**src/rtl/uadd_5_arb_if.sv**
```systemverilog
// Handshake bundle between two operand requesters, the shared adder stage and
// the result consumer. The master side drives the requests and res_ready.
// The slave side is the arbiter.
interface uadd_5_arb_if #(
    parameter int WIDTH = 5
);
    logic             req0_valid;
    logic [WIDTH-1:0] req0_a;
    logic [WIDTH-1:0] req0_b;
    logic             req0_ready;
    logic             req1_valid;
    logic [WIDTH-1:0] req1_a;
    logic [WIDTH-1:0] req1_b;
    logic             req1_ready;
    logic             res_valid;
    logic             res_ready;
    logic             res_id;
    logic [WIDTH-1:0] res_s;
    logic             res_of;

    modport master (
        output req0_valid, req0_a, req0_b,
        input  req0_ready,
        output req1_valid, req1_a, req1_b,
        input  req1_ready,
        input  res_valid, res_id, res_s, res_of,
        output res_ready
    );

    modport slave (
        input  req0_valid, req0_a, req0_b,
        output req0_ready,
        input  req1_valid, req1_a, req1_b,
        output req1_ready,
        output res_valid, res_id, res_s, res_of,
        input  res_ready
    );
endinterface

```
**src/rtl/uadd_5_arb.sv**
```systemverilog
// Two-requester round-robin arbiter in front of one shared saturating adder.
// The adder result is registered with the tag of its requester. A saturating
// counter tracks how many accepted additions overflowed.
//
// state | meaning
// ------+-----------------------------------------------
// EMPTY | result register free, res_valid = 0
// FULL  | result register holds an unconsumed result
module uadd_5_arb #(
    parameter int WIDTH = 5,
    parameter int CNT_W = 8
) (
    input  logic             clk,
    input  logic             rst,
    uadd_5_arb_if.slave      bus,
    input  logic             ovf_clr,
    output logic [CNT_W-1:0] ovf_cnt
);

    typedef enum logic {
        EMPTY = 1'b0,
        FULL  = 1'b1
    } state_t;

    state_t           state;
    state_t           state_nxt;
    logic             prio;
    logic             can_accept;
    logic             grant0;
    logic             grant1;
    logic             accept;
    logic [WIDTH-1:0] op_a;
    logic [WIDTH-1:0] op_b;
    logic [WIDTH:0]   sum;
    logic             sum_of;
    logic             res_id_q;
    logic [WIDTH-1:0] res_s_q;
    logic             res_of_q;

    // Grant selection and acceptance. Reset blocks acceptance so that a
    // request presented while rst is high is never acknowledged.
    always_comb begin
        can_accept = (state == EMPTY) | bus.res_ready;
        grant0     = bus.req0_valid & (~bus.req1_valid | ~prio);
        grant1     = bus.req1_valid & (~bus.req0_valid |  prio);
        accept     = (grant0 | grant1) & can_accept & ~rst;
    end

    assign bus.req0_ready = grant0 & can_accept & ~rst;
    assign bus.req1_ready = grant1 & can_accept & ~rst;

    // Operand mux and saturating add on the granted pair.
    always_comb begin
        op_a   = grant1 ? bus.req1_a : bus.req0_a;
        op_b   = grant1 ? bus.req1_b : bus.req0_b;
        sum    = {1'b0, op_a} + {1'b0, op_b};
        sum_of = sum[WIDTH];
    end

    // State register.
    always_ff @(posedge clk) begin
        if (rst) begin
            state <= EMPTY;
        end else begin
            state <= state_nxt;
        end
    end

    // Next state: a new acceptance always fills the register, even when the
    // old result is drained in the same cycle.
    always_comb begin
        state_nxt = state;
        if (accept) begin
            state_nxt = FULL;
        end else if ((state == FULL) && bus.res_ready) begin
            state_nxt = EMPTY;
        end
    end

    // Result registers and round-robin pointer; the pointer moves to the
    // requester that lost, so the winner cannot be granted twice in a row
    // while the other keeps asking.
    always_ff @(posedge clk) begin
        if (rst) begin
            res_id_q <= 1'b0;
            res_s_q  <= '0;
            res_of_q <= 1'b0;
            prio     <= 1'b0;
        end else if (accept) begin
            res_id_q <= grant1;
            res_s_q  <= sum_of ? {WIDTH{1'b1}} : sum[WIDTH-1:0];
            res_of_q <= sum_of;
            prio     <= ~grant1;
        end
    end

    assign bus.res_valid = (state == FULL);
    assign bus.res_id    = res_id_q;
    assign bus.res_s     = res_s_q;
    assign bus.res_of    = res_of_q;

    // Overflow event counter; clear wins over increment, sticks at all ones.
    always_ff @(posedge clk) begin
        if (rst) begin
            ovf_cnt <= '0;
        end else if (ovf_clr) begin
            ovf_cnt <= '0;
        end else if (accept && sum_of && (ovf_cnt != {CNT_W{1'b1}})) begin
            ovf_cnt <= ovf_cnt + 1'b1;
        end
    end

endmodule

```
**src/flat_wrapper.sv**
```systemverilog
// flat-port wrapper written by rule: the top's interface ports become plain ports
module uadd_5_arb_flat 
#(
    parameter int WIDTH = 5,
    parameter int CNT_W = 8
)
  (clk, rst, ovf_clr, ovf_cnt, bus_req0_valid, bus_req0_a, bus_req0_b, bus_req0_ready, bus_req1_valid, bus_req1_a, bus_req1_b, bus_req1_ready, bus_res_valid, bus_res_id, bus_res_s, bus_res_of, bus_res_ready);
  uadd_5_arb_if #(.WIDTH(WIDTH)) bus_i ();
  input  logic clk;
  input  logic rst;
  input  logic ovf_clr;
  output logic [CNT_W-1:0] ovf_cnt;
  input wire logic [$bits(bus_i.req0_valid)-1:0] bus_req0_valid;
  input wire logic [$bits(bus_i.req0_a)-1:0] bus_req0_a;
  input wire logic [$bits(bus_i.req0_b)-1:0] bus_req0_b;
  output wire logic [$bits(bus_i.req0_ready)-1:0] bus_req0_ready;
  input wire logic [$bits(bus_i.req1_valid)-1:0] bus_req1_valid;
  input wire logic [$bits(bus_i.req1_a)-1:0] bus_req1_a;
  input wire logic [$bits(bus_i.req1_b)-1:0] bus_req1_b;
  output wire logic [$bits(bus_i.req1_ready)-1:0] bus_req1_ready;
  output wire logic [$bits(bus_i.res_valid)-1:0] bus_res_valid;
  output wire logic [$bits(bus_i.res_id)-1:0] bus_res_id;
  output wire logic [$bits(bus_i.res_s)-1:0] bus_res_s;
  output wire logic [$bits(bus_i.res_of)-1:0] bus_res_of;
  input wire logic [$bits(bus_i.res_ready)-1:0] bus_res_ready;
  assign bus_i.req0_valid = bus_req0_valid;
  assign bus_i.req0_a = bus_req0_a;
  assign bus_i.req0_b = bus_req0_b;
  assign bus_req0_ready = bus_i.req0_ready;
  assign bus_i.req1_valid = bus_req1_valid;
  assign bus_i.req1_a = bus_req1_a;
  assign bus_i.req1_b = bus_req1_b;
  assign bus_req1_ready = bus_i.req1_ready;
  assign bus_res_valid = bus_i.res_valid;
  assign bus_res_id = bus_i.res_id;
  assign bus_res_s = bus_i.res_s;
  assign bus_res_of = bus_i.res_of;
  assign bus_i.res_ready = bus_res_ready;
  uadd_5_arb #(.WIDTH(WIDTH), .CNT_W(CNT_W)) u_core (.clk(clk), .rst(rst), .bus(bus_i), .ovf_clr(ovf_clr), .ovf_cnt(ovf_cnt));
endmodule
```
**config.mk**
```make
export PLATFORM = sky130hd
export DESIGN_NAME = uadd_5_arb_flat
export DESIGN_NICKNAME = d
export VERILOG_FILES = /design/src/rtl/uadd_5_arb_if.sv /design/src/rtl/uadd_5_arb.sv /design/src/flat_wrapper.sv
export SDC_FILE = /design/constraint.sdc
export NUM_CORES = 1
export LEC_CHECK = 0
export CAP_MARGIN = 20
export CORE_MARGIN = 2
export CORE_UTILIZATION = 46
export CTS_BUF_LIST = sky130_fd_sc_hd__clkbuf_8 sky130_fd_sc_hd__clkbuf_16
export CTS_CLUSTER_DIAMETER = 120
export DETAILED_ROUTE_END_ITERATION = 8
export HOLD_SLACK_MARGIN = 0.02
export PLACE_DENSITY = 0.85
export SLEW_MARGIN = 20
export SYNTH_ARGS = -nofsm -noshare
export SYNTH_HDL_FRONTEND = slang
export SYNTH_SLANG_ARGS = --single-unit
```
**constraint.sdc**
```tcl
create_clock -name clk -period 7.7 [get_ports clk]
set_clock_uncertainty 0.2 [all_clocks]
set_input_delay 1.54 -clock clk [delete_from_list [all_inputs] [get_ports clk]]
set_output_delay 1.54 -clock clk [all_outputs]
set_load 0.05 [all_outputs]
```
==> Implementation_results.wiki <==
{| class="wikitable"
! Metric !! Value
|-
| Run status || complete, no violations
|-
| Worst Path Class, Setup || input pin to output pin
|-
| Post-CTS repair timing setup buffer count || 0
|-
| Unrepaired setup endpoints after global routing || false
|-
| Clock tree from TritonCTS || yes
|-
| Post-synth ARST share || 0
|-
| Pin count of the biggest net entering global routing || 17
|-
| Count of pins on the block boundary || 44
|-
| Core ar. || 2210 um^2
|-
| Commonest cells in the netlist || dfxtp_1, nor2_1, mux2_2
|-
| #FFs+latches synth || 17
|-
| Proportion of netlist area held by the largest area contributor || 0.314
|-
| Die boundary height || 52.5 um
|-
| Clock root buffer || clkbuf_8
|-
| Number of instances in the synthesized netlist || 123
|-
| Worst-case reg-to-reg path depth || 9
|-
| Number of rows in the core area || 17
|-
| Max rail drop VDD || 0.0981 mV
|-
| Worst reg-to-reg setup slack || 4.80 ns
|-
| Post-place setup slack || 2.52 ns
|-
| RePlAce Congestion || 0.822
|-
| Switching portion of total power || 0.321
|-
| Min-Delay Path Depth || 2
|-
| Gr ovfl total || 0
|-
| Sequential element share of the synthesized area || 0.314
|-
| FF-to-FF Start || u_core.prio
|-
| Launching element type of the critical path || input pin
|-
| Logic pwr share || 0.340
|-
| Clock network fraction of design power || 0.271
|-
| Largest fanout on the critical path || 16
|-
| Path type of the worst min-delay path || flop to flop
|-
| Terminus of the critical flop-to-flop path || u_core.ovf_cnt[7]
|-
| Placed wire-length estimate || 2.05 mm
|-
| Endpoints failing setup || 0
|-
| Share of layout cells above drive strength 1 || 0.133
|-
| Endpoint of the worst hold-timing path || u_core.bus.res_id
|-
| Wire length reported by the detailed router || 2.49 mm
|-
| Transition time at the pin with the least slew margin || 0.550 ns
|-
| DR pass1 iterations || 4
|-
| H-tree depth || 1
|-
| Finished layout cell area || 1580 um^2
|-
| Post-synthesis area per instance || 8.80 um^2
|-
| Switching power summed over all nets || 0.0792 mW
|-
| Number of buffers on the longest clock path || 2
|-
| DP Area || 1530 um^2
|-
| Minimum clock period || 5.19 ns
|-
| Proportion of power drawn by flip-flops and latches || 0.389
|-
| Total routing resource utilization after global routing || 0.209
|-
| Vias post-DR || 1054
|-
| Internal power component || 0.168 mW
|-
| Die Wd || 52.5 um
|-
| ANT nets after route || 0
|-
| Count of cells resized by post-cts repair || 0
|-
| Detailed Route Iter0 Violations || 12
|-
| Total leakage power || 0.618 nW
|-
| Required time at the worst-slack endpoint || 5.96 ns
|-
| Post-CTS Hold Buffers || 0
|-
| Number of clock buffers inserted by TritonCTS || 3
|-
| DRC violations left || 0
|-
| Most used standard cell by instance count after synthesis || dfxtp_1
|-
| Total die area || 2760 um^2
|-
| Worst hold start || u_core.bus.res_id
|-
| Worst relative slew slack || 0.632
|-
| Sum of negative setup slack || 0 ns
|-
| Syn-to-layout area delta || 45.5%
|-
| End-of-flow core utilization || 0.712
|-
| Number of flops mapped to enable cells by yosys || 0
|-
| Clock-pin slew on the worst setup and hold paths || 0.07 ns
|-
| Peak Freq || 193 MHz
|-
| Sort of element at the end of the critical path || output pin
|-
| Final count of pins violating max slew || 0
|-
| Number of diodes added for antenna fixing || 0
|-
| Max-capacitance violation count || 0
|-
| Power density over the cells || 157 nW/um^2
|-
| Part of the cycle the worst path needs || 0.673
|-
| # clock sinks || 17
|-
| Count of different cell masters after synthesis || 41
|-
| WP data arrival || 3.45 ns
|-
| Power Total || 0.247 mW
|-
| Top cells by area, synth || dfxtp_1, mux2_2, ha_1
|-
| Dominant register cell in the synthesized netlist || dfxtp_1
|-
| Number of hold violations in the final report || 0
|-
| Final nets || 200
|-
| Port-buffer cells || 43
|-
| Detailed-route wire length per cell || 12.8 um
|-
| Vias in the first global route || 1077
|-
| Initial core utilization || 0.489
|-
| Synth Warn # || 0
|-
| Clk Latency, worst-skew pair || 0.25 ns
|-
| Final Worst Setup Slack || 2.51 ns
|-
| First-pass GRT wire length || 4.34 mm
|-
| Post-detailed-route via-to-cell ratio || 5.43
|-
| Cell area after technology mapping || 1080 um^2
|-
| Largest area contributor in the netlist || dfxtp_1
|-
| Syn Nets || 156
|-
| Initial antenna violation count || 0
|}
==> per-layer routing <==
metal  track usage  wire length, um  up-vias  share of wire
li1              -                -      539              -
met1         0.242             1050      478           0.42
met2         0.363             1280       35           0.52
met3        0.0229              121        2          0.049
met4         0.132               34        0          0.014
met5             0                0        -              0
==> placed cells by master (no fill, tap or decap), types with 4 or more instances in the layout <==
cell	Yosys	layout
clkdlybuf4s50_1	0	43
dfxtp_1	17	17
nor2_1	12	12
mux2_2	10	10
a21oi_1	8	8
inv_1	6	6
nor3_1	6	6
a211oi_1	6	6
ha_1	6	6
nand2_1	5	5
nand3_1	4	4
==> sequential cells by signal (all words and copies together), names as in the netlist <==
name and cells:
u_core.bus.res_id 1, u_core.bus.res_of 1, u_core.bus.res_s 5, u_core.bus.res_valid 1, u_core.ovf_cnt 8, u_core.prio 1
==> layout make-up <==
type,count,area [um^2]
flip-flops and latches,17,340
inverters,6,22.5
fillers,184,637
clock inverters,1,5.00
multi-input cells,95,693
repair buffers,44,438
clock buffers,3,41.3
well taps,28,35.0
==> worst max-delay path by stage <==
| stage | endpoint | start | slack (ns) |
|---|---|---|---|
| 2_1_floorplan | bus_req0_ready | rst | 2.90 |
| 3_3_place_gp | bus_req0_ready | rst | 2.58 |
| 3_5_place_dp | bus_req0_ready | rst | 2.52 |
| 4_1_cts | bus_req0_ready | rst | 2.50 |
| 5_1_grt | bus_req0_ready | rst | 2.41 |
| 6_report | bus_req0_ready | rst | 2.51 |
==> power groups by stage <==
stage               Sequential (mW)  Clock, mW  Combinational [mW]
floorplan                     0.112          0              0.0394
global placement             0.0974          0              0.0819
detailed placement           0.0979          0              0.0839
CTS                          0.0959     0.0690              0.0843
global route                 0.0964     0.0736              0.0908
finish                       0.0959     0.0669              0.0838
==> kinds of logic after synthesis <==
logic type | count (synthesis) | share of synthesized area
buffers and inverters | 11 | 0.0451
DFF | 17 | 0.314
AOI/OAI and AO/OA | 29 | 0.182
xor gates and xnor gates | 3 | 0.0243
adders and majority gates | 7 | 0.0879
muxes | 11 | 0.113
and+or+nand+nor | 45 | 0.234
==> through the flow <==
stage | std cells | hold WS [ns]
after floorplan | 123 | 0.299
after global placement | 190 | 0.281
after detailed placement | 190 | 0.271
after CTS | 194 | 0.285
after global routing | 194 | 0.323
final | 194 | 0.288
==> critical path, cell delays in order <==
cell and delay [ns]:
clkdlybuf4s50_1 0.68, nor3_1 0.36, clkdlybuf4s50_1 0.85
No activity file was read; power rests on OpenSTA's default activity.
